**src/rtl/vga_timing_pkg.sv**
```systemverilog
// Shared VGA timing constants and helpers.
// Holds the default 640x480@60 timing (porches, sync widths, totals), the
// visible extents reused by the graphics modules (MAX_X/MAX_Y), the refresh
// line on which the frame strobe fires, and the counter width.
package vga_timing_pkg;

    localparam int CNT_W     = 10;

    localparam int H_DISP    = 640;
    localparam int H_FP      = 16;
    localparam int H_SYNC    = 96;
    localparam int H_BP      = 48;
    localparam int H_TOT     = H_DISP + H_FP + H_SYNC + H_BP;

    localparam int V_DISP    = 480;
    localparam int V_FP      = 10;
    localparam int V_SYNC    = 2;
    localparam int V_BP      = 33;
    localparam int V_TOT     = V_DISP + V_FP + V_SYNC + V_BP;

    localparam int MAX_X     = H_DISP;
    localparam int MAX_Y     = V_DISP;
    localparam int TICK_LINE = 481;

    // True when pos lies in [start, start+width-1].
    function automatic logic in_window(input logic [CNT_W-1:0] pos,
                                       input int start, input int width);
        return (int'(pos) >= start) && (int'(pos) < start + width);
    endfunction

endpackage

```
**src/rtl/mod_m_counter.sv**
```systemverilog
// Modulo-M counter with enable.
// Ports:
//   clk, reset_n : clock, asynchronous active-low reset (count -> 0)
//   en_i         : advance by one this clk
//   cnt_o        : current count, 0..M-1
//   next_o       : value the count takes after this clk edge
//   wrap_o       : high in the enabled clk where the count goes M-1 -> 0
module mod_m_counter #(
    parameter int M = 10,
    parameter int W = 4
) (
    input  logic         clk,
    input  logic         reset_n,
    input  logic         en_i,
    output logic [W-1:0] cnt_o,
    output logic [W-1:0] next_o,
    output logic         wrap_o
);

    localparam logic [W-1:0] LAST = W'(M - 1);

    logic [W-1:0] cnt_q;
    logic [W-1:0] cnt_d;

    assign wrap_o = en_i && (cnt_q == LAST);

    always_comb begin
        // NOTE: default first so every path assigns cnt_d; no latch is inferred.
        cnt_d = cnt_q;
        if (wrap_o) begin
            cnt_d = '0;
        end else if (en_i) begin
            cnt_d = cnt_q + W'(1);
        end
    end

    always_ff @(posedge clk or negedge reset_n) begin
        if (!reset_n) begin
            cnt_q <= '0;
        end else begin
            // NOTE: non-blocking so all registers update together at the edge.
            cnt_q <= cnt_d;
        end
    end

    assign cnt_o  = cnt_q;
    assign next_o = cnt_d;

endmodule

```
**src/rtl/vga_sync_gen.sv**
```systemverilog
// VGA sync generator.
// A clock divider produces the pixel strobe; two cascaded counters walk the
// raster. Syncs and the colour output are registered so they line up with
// the pixel counters the DAC sees.
// Ports:
//   clk, reset_n   : clock, asynchronous active-low reset
//   rgb_in         : colour for the current pix_x/pix_y
//   p_tick         : pixel-enable strobe (one clk every DIV clks)
//   pix_x, pix_y   : raster position
//   video_on       : position is inside the visible area
//   hsync, vsync   : active-low syncs, registered
//   frame_tick     : one-clk strobe at (0, TICK_LINE)
//   frame_cnt      : frames seen, modulo 256
//   rgb_out        : registered colour, black during blanking
module vga_sync_gen #(
    parameter int DIV       = 4,
    parameter int H_DISP    = vga_timing_pkg::H_DISP,
    parameter int H_FP      = vga_timing_pkg::H_FP,
    parameter int H_SYNC    = vga_timing_pkg::H_SYNC,
    parameter int H_BP      = vga_timing_pkg::H_BP,
    parameter int V_DISP    = vga_timing_pkg::V_DISP,
    parameter int V_FP      = vga_timing_pkg::V_FP,
    parameter int V_SYNC    = vga_timing_pkg::V_SYNC,
    parameter int V_BP      = vga_timing_pkg::V_BP,
    parameter int TICK_LINE = vga_timing_pkg::TICK_LINE
) (
    input  logic                              clk,
    input  logic                              reset_n,
    input  logic [11:0]                       rgb_in,
    output logic                              p_tick,
    output logic [vga_timing_pkg::CNT_W-1:0]  pix_x,
    output logic [vga_timing_pkg::CNT_W-1:0]  pix_y,
    output logic                              video_on,
    output logic                              hsync,
    output logic                              vsync,
    output logic                              frame_tick,
    output logic [7:0]                        frame_cnt,
    output logic [11:0]                       rgb_out
);

    import vga_timing_pkg::*;

    localparam int H_TOTAL      = H_DISP + H_FP + H_SYNC + H_BP;
    localparam int V_TOTAL      = V_DISP + V_FP + V_SYNC + V_BP;
    localparam int H_SYNC_START = H_DISP + H_FP;
    localparam int V_SYNC_START = V_DISP + V_FP;

    if (DIV < 1 || DIV > 16) begin : g_bad_div
        $error("vga_sync_gen: DIV must be in 1..16");
    end
    if (H_TOTAL > (1 << CNT_W) || V_TOTAL > (1 << CNT_W)) begin : g_bad_tot
        $error("vga_sync_gen: H_TOT and V_TOT must not exceed 1024");
    end

    logic [3:0]       div_cnt;
    logic [3:0]       div_next;
    logic [CNT_W-1:0] x_next;
    logic [CNT_W-1:0] y_next;
    logic             x_wrap;
    logic             y_wrap;

    mod_m_counter #(.M(DIV), .W(4)) u_div (
        .clk    (clk),
        .reset_n(reset_n),
        .en_i   (1'b1),
        .cnt_o  (div_cnt),
        .next_o (div_next),
        .wrap_o (p_tick)
    );

    mod_m_counter #(.M(H_TOTAL), .W(CNT_W)) u_hcnt (
        .clk    (clk),
        .reset_n(reset_n),
        .en_i   (p_tick),
        .cnt_o  (pix_x),
        .next_o (x_next),
        .wrap_o (x_wrap)
    );

    mod_m_counter #(.M(V_TOTAL), .W(CNT_W)) u_vcnt (
        .clk    (clk),
        .reset_n(reset_n),
        .en_i   (x_wrap),
        .cnt_o  (pix_y),
        .next_o (y_next),
        .wrap_o (y_wrap)
    );

    // Only the strobe is needed from the divider, and the frame end is
    // detected from pix_y directly.
    logic unused_cnt;
    assign unused_cnt = ^{div_cnt, div_next, y_wrap};

    assign video_on = (int'(pix_x) < H_DISP) && (int'(pix_y) < V_DISP);

    // Gated by reset_n so the strobe stays low in reset even when
    // TICK_LINE is 0 and DIV is 1.
    assign frame_tick = reset_n && p_tick && (pix_x == '0)
                        && (int'(pix_y) == TICK_LINE);

    logic        hsync_q, hsync_d;
    logic        vsync_q, vsync_d;
    logic [11:0] rgb_q, rgb_d;
    logic [7:0]  frame_cnt_q, frame_cnt_d;

    // Syncs are decoded from the counters' next values so the registered
    // result lands in the same clk as the position it belongs to.
    always_comb begin
        hsync_d     = !in_window(x_next, H_SYNC_START, H_SYNC);
        vsync_d     = !in_window(y_next, V_SYNC_START, V_SYNC);
        rgb_d       = rgb_q;
        frame_cnt_d = frame_cnt_q + {7'd0, frame_tick};
        if (p_tick) begin
            rgb_d = video_on ? rgb_in : 12'h000;
        end
    end

    always_ff @(posedge clk or negedge reset_n) begin
        if (!reset_n) begin
            hsync_q     <= 1'b1;
            vsync_q     <= 1'b1;
            rgb_q       <= 12'h000;
            frame_cnt_q <= 8'd0;
        end else begin
            hsync_q     <= hsync_d;
            vsync_q     <= vsync_d;
            rgb_q       <= rgb_d;
            frame_cnt_q <= frame_cnt_d;
        end
    end

    assign hsync     = hsync_q;
    assign vsync     = vsync_q;
    assign rgb_out   = rgb_q;
    assign frame_cnt = frame_cnt_q;

endmodule

```
**config.mk**
```make
export PLATFORM = sky130hd
export DESIGN_NAME = vga_sync_gen
export DESIGN_NICKNAME = d
export VERILOG_FILES = /design/src/rtl/vga_timing_pkg.sv /design/src/rtl/mod_m_counter.sv /design/src/rtl/vga_sync_gen.sv
export SDC_FILE = /design/constraint.sdc
export NUM_CORES = 1
export LEC_CHECK = 0
export CORE_MARGIN = 1.5
export CORE_UTILIZATION = 49
export CTS_BUF_LIST = sky130_fd_sc_hd__clkbuf_16
export DETAILED_ROUTE_END_ITERATION = 10
export PLACE_DENSITY = 0.81
export SKIP_LAST_GASP = 1
export SYNTH_ARGS = -nofsm -noshare
export SYNTH_HDL_FRONTEND = slang
export SYNTH_SLANG_ARGS = --single-unit
```
**constraint.sdc**
```tcl
create_clock -name clk -period 3.6 [get_ports clk]
set_input_delay 1.08 -clock clk [delete_from_list [all_inputs] [get_ports clk]]
set_output_delay 1.08 -clock clk [all_outputs]
set_load 0.005 [all_outputs]
```
### Word-level counts from Yosys, hierarchy flattened

Index checks and enable logic that the tools add are counted.

| operators by class | value |
|---|---|
| add/sub/neg operators | 4 |
| magnitude comparators | 6 |
| equal/unequal tests | 4 |
| multiplexer cells | 6 |
| reductions and logical operators | 11 |

Operator list:

| operator | number |
|---|---|
| $mux 10 | 4 |
| $eq 10x10->1 const B | 3 |
| $add 10x1->10 const B | 2 |
| $lt 10x10->1 const B | 2 |
| $lt 10x9->1 const B | 2 |
| $mux 12 | 1 |
| $ge 10x10->1 const B | 1 |
| $ge 10x9->1 const B | 1 |
| $logic_not 10->1 | 1 |
| $add 8x1->8 | 1 |
| $logic_and 1x1->1 | 8 |
| $add 4x1->4 const B | 1 |
| $eq 4x2->1 const B | 1 |
| $mux 4 | 1 |
| $logic_not 1->1 | 2 |

| storage, ports and cells | value |
|---|---|
| register bits after elaboration | 46 |
| output and inout port bits | 45 |
| word-level logic and storage cells | 38 |

### Longest topological paths before layout

| depth | value |
|---|---|
| depth after elaboration | 7 |
| gate-level depth with buffers | 11 |

### Hierarchy

A second synthesis with hierarchy kept.

| unflattened totals | value |
|---|---|
| cells, all modules | 199 |
| area, all modules | 2239.6 um^2 |

Modules (own cells, without submodules):

| module | instances | cells an instance | area an instance (um^2) | sequential area each (um^2) |
|---|---|---|---|---|
| vga_sync_gen | 1 | 85 | 1012.2 | 553.0 |
| mod_m_counter (u_hcnt) | 1 | 48 | 519.2 | 250.2 |
| mod_m_counter (u_vcnt) | 1 | 48 | 509.2 | 250.2 |
| mod_m_counter (u_div) | 1 | 18 | 198.9 | 100.1 |

### Least setup slack after synthesis

OpenSTA, ideal clock, no wires.

| path | value |
|---|---|
| path kind | flip-flop to output port |
| from | register u_div.cnt_q[0], in the netlist u_div.cnt_o[0] |
| to | output frame_tick |
| data arrival time | 1733 ps |
| required time | 2520 ps |
| slack | 787 ps |
| stages on the path, launching flop included | 7 |
| cell sequence | dfrtp_1 > ha_1 > or3b_4 > clkbuf_1 > nor4_1 > nand3_1 > nor3_1 |

| on the way | value |
|---|---|
| longest elaborated chain between the ends | 4 |

RTL lines:

| what | line | source |
|---|---|---|
| start: declaration | mod_m_counter.sv:22 | `logic [W-1:0] cnt_q;` |
| start signal: assignment | mod_m_counter.sv:42 | `cnt_q <= cnt_d;` |
| $eq 4x2->1 | mod_m_counter.sv:25 | `assign wrap_o = en_i && (cnt_q == LAST);` |
| $logic_and 1x1->1 (2 in a row) | vga_sync_gen.sv:98 | `assign frame_tick = reset_n && p_tick && (pix_x == '0)` |
| $logic_and 1x1->1 | vga_sync_gen.sv:99 | `&& (int'(pix_y) == TICK_LINE);` |
| end: declaration | vga_sync_gen.sv:36 | `output logic frame_tick,` |

No other way between the ends.

### Final worst setup path

Same ends and word-level chain as after synthesis.

==> flow_summary_export.csv <==
group,metric,value,unit
yosys,synth.area.top_cells,"dfrtp_1 (48%), nand2_1 (6.6%), xnor2_1 (5.3%)",
yosys,synthTopCellsByCount,"dfrtp_1 (44), nand2_1 (40), o21ai_0 (18)",
hold_path,hp-class,"reg2reg",
route,dr.max_layer_used,"met4",
cts,cts.htree.levels,2,
floorplan,num_rows,24,
route,drcViolationCount,0,
cts,clk_latency,0.28,ns
cells_and_area,finalNonFillerCells,347,
setup_path,worstPathRequired,2.52,ns
setup_path,timing.rr.end,"vsync",
cts,clock_path_buffers,2,
global_route,antenna_found_initial,0,
place,io_buffer_count,58,
floorplan,coreArea,4414,um^2
route,route.layer.met1.wl,2.279,mm
cts,cts-root-buf,"clkbuf_16",
sta,slew_violations,0,
route,finalWirelength,5.219,mm
sta,whs,0.4669,ns
hold_path,min-delay-start,"u_div.cnt_o[0]",
cts,hold_buffers,0,
sta,tns,0,ns
cells_and_area,antennaDiodeCount,0,
sta,setup_viol,0,
route,wl_per_cell,15.04,um
yosys,ys.warnings.count,0,
cts,cts_sinks,46,
yosys,synth_cells,236,
floorplan,die_w,71.40,um
sta,skew,0.003738,ns
pwr,ir_drop,165.4,uV
yosys,yosysSeqAreaShare,50.33,%
setup_path,critPathKind,"reg2out",
cells_and_area,layout-area-overhead-vs-synth,33.52,%
floorplan,die_area,5097,um^2
job,max_cap_violations,0,
place,dp_hpwl,3.650,mm
cts,clkTransAtPathRegs,0.06,ns
hold_path,min_path_cells,1,
cells_and_area,nNetsFinal,316,
setup_path,cp-start-kind,"flop",
sta,timing.final.crit_period,3.485,ns
setup_path,arrival,2.41,ns
cells_and_area,final_cell_area,3060,um^2
global_route,gr-total-overflow,0,
yosys,ys.flop_type,"dfrtp_1",
yosys,yosysMostFrequentCell,"dfrtp_1",
place,dpl_cell_area,2918,um^2
global_route,grt_pass1_wl,8.666,mm
cts,cts_tree,"done",
yosys,synth-edff-count,0,
yosys,synth_area,2292,um^2
yosys,async_flop_share,100.0,%
floorplan,pin_count,59,
pwr,p_leak,1.298,nW
setup_path,rrSetupSlack,0.82,ns
yosys,syn-num-nets,258,
place,gp_congestion,0.8319,
setup_path,r2r-start,"u_div.cnt_o[0]",
sta,tightest_slew,0.7799,ns
sta,finalHoldViolations,0,
sta,fmax,286.9,MHz
sta,post-route-period-util,96.81,%
pwr,p_per_area,326.6,nW/um^2
yosys,synth_top_area_cell,"dfrtp_1",
yosys,syn_avg_cell_area,9.713,um^2
route,ant_nets,0,
route,vias,1939,
status,status,"finished, final reports clean",
setup_path,critPathMaxFanout,3,
place,pre_cts_ws,0.1710,ns
yosys,ys_ff_latch,46,
setup_path,critPathCaptureType,"output pin",
hold_path,holdPathEnd,"u_div.cnt_o[0]",
route,drt-pass1-iter-count,4,
cts,postCtsSetupRepairBufs,0,
global_route,grt_usage,21.74,%
sta,rsz0062_at_grt,"false",
floorplan,initial_utilization,51.93,%
yosys,synth.distinct_cells,41,
yosys,netlist.area_leader.share,48.03,%
sta,setup_ws,0.1148,ns
floorplan,chipHeight,71.40,um
global_route,grt_pass1_vias,1836,
route,wl_met2,2.494,mm
route,viasPerCell,5.588,
sta,relSlewSlack,47.57,%
pwr,power,0.9996,mW
route,drtIter0Drc,126,
cts,cts_inserted_buffers,5,
setup_path,ff2ff_path_depth,9,
global_route,grt_max_degree,47,
cells_and_area,drive_gt1_share,6.780,%
route,routed-wl-met3,389,um
cells_and_area,fin_util,69.33,%
place,placed_cells,339,
[power by group]
part	leakage, nW	internal (mW)	switching (mW)	total, mW
registers	0.594	0.524	0.00350	0.528
clock network	0.0724	0.251	0.177	0.428
logic	0.632	0.0260	0.0184	0.0444
total	1.30	0.801	0.199	1.00
[cell type report]
class,instances,area (um^2)
repair buffers,61,598.1
well taps,52,65.06
clock inverters,3,12.51
flip-flops and latches,46,1154
clock buffers,5,125.1
inverters,11,41.29
multi-input cells,169,1065
fillers,371,1354
[placed cells by master, fill, tap and decap left out, drive strengths merged]
cell,instances
buf,4
dfstp,2
xor2,9
o2111ai,1
a21oi,1
nand2,40
inv,12
o311ai,1
nor4,3
and3,4
nor2,8
nor4b,1
o21ai,18
a211oi,2
and4,2
ha,8
nand3,13
clkinv,2
mux2i,1
nor2b,2
or3b,1
clkdlybuf4s50,57
nor3,11
xnor2,14
nand3b,1
a211o,1
clkbuf,5
and2,2
nor4bb,1
a31oi,1
nand4,11
or3,2
or4,3
o21bai,1
nand2b,2
o22ai,2
a41oi,1
dfrtp,44
or2,1
[worst max-delay path by stage]
stage                     cells past startpoint  slack, ns           start    endpoint
after detailed placement                      6       0.17         reset_n  frame_tick
final                                         6       0.11  u_div.cnt_o[0]  frame_tick
after CTS                                     6       0.07  u_div.cnt_o[0]  frame_tick
after floorplan                               6       0.79  u_div.cnt_o[0]  frame_tick
after global routing                          6       0.01  u_div.cnt_o[0]  frame_tick
after global placement                        6       0.23         reset_n  frame_tick
[flip-flops by register name, summed over array words and instances, names as in the netlist]
| register | flops |
|---|---|
| u_hcnt.cnt_o | 10 |
| vsync | 1 |
| u_vcnt.cnt_o | 10 |
| hsync | 1 |
| rgb_out | 12 |
| frame_cnt | 8 |
| u_div.cnt_o | 4 |
[cells by family after synthesis]
| logic type | synth area share (%) |
|---|---|
| mux | 0.4367 |
| buf+inv | 3.439 |
| xor+xnor | 8.789 |
| simple gates | 25.16 |
| compound gates | 7.478 |
| flops | 50.33 |
| fa+ha+maj | 4.367 |
[per-layer routing]
layer	up-vias	track usage (%)
met5	-	0
met4	0	5.660
met3	6	5.063
met2	79	35.19
met1	912	29.69
li1	942	-
[worst max-delay path, stage by stage, from the launching register on]
cell and delay (ns):
dfrtp_1 0.37, ha_1 0.19, or3b_4 0.38, nor4_1 0.30
nand3_1 0.13, nor3_2 0.21, clkdlybuf4s50_1 0.53
[what timing repair did]
item | CTS | global route
endpoints found under the hold margin | 0 | 0
endpoints found under the setup margin | 0 | 1
resized for setup | 0 | 1
Note: power is estimated with default switching activity, not from simulation.
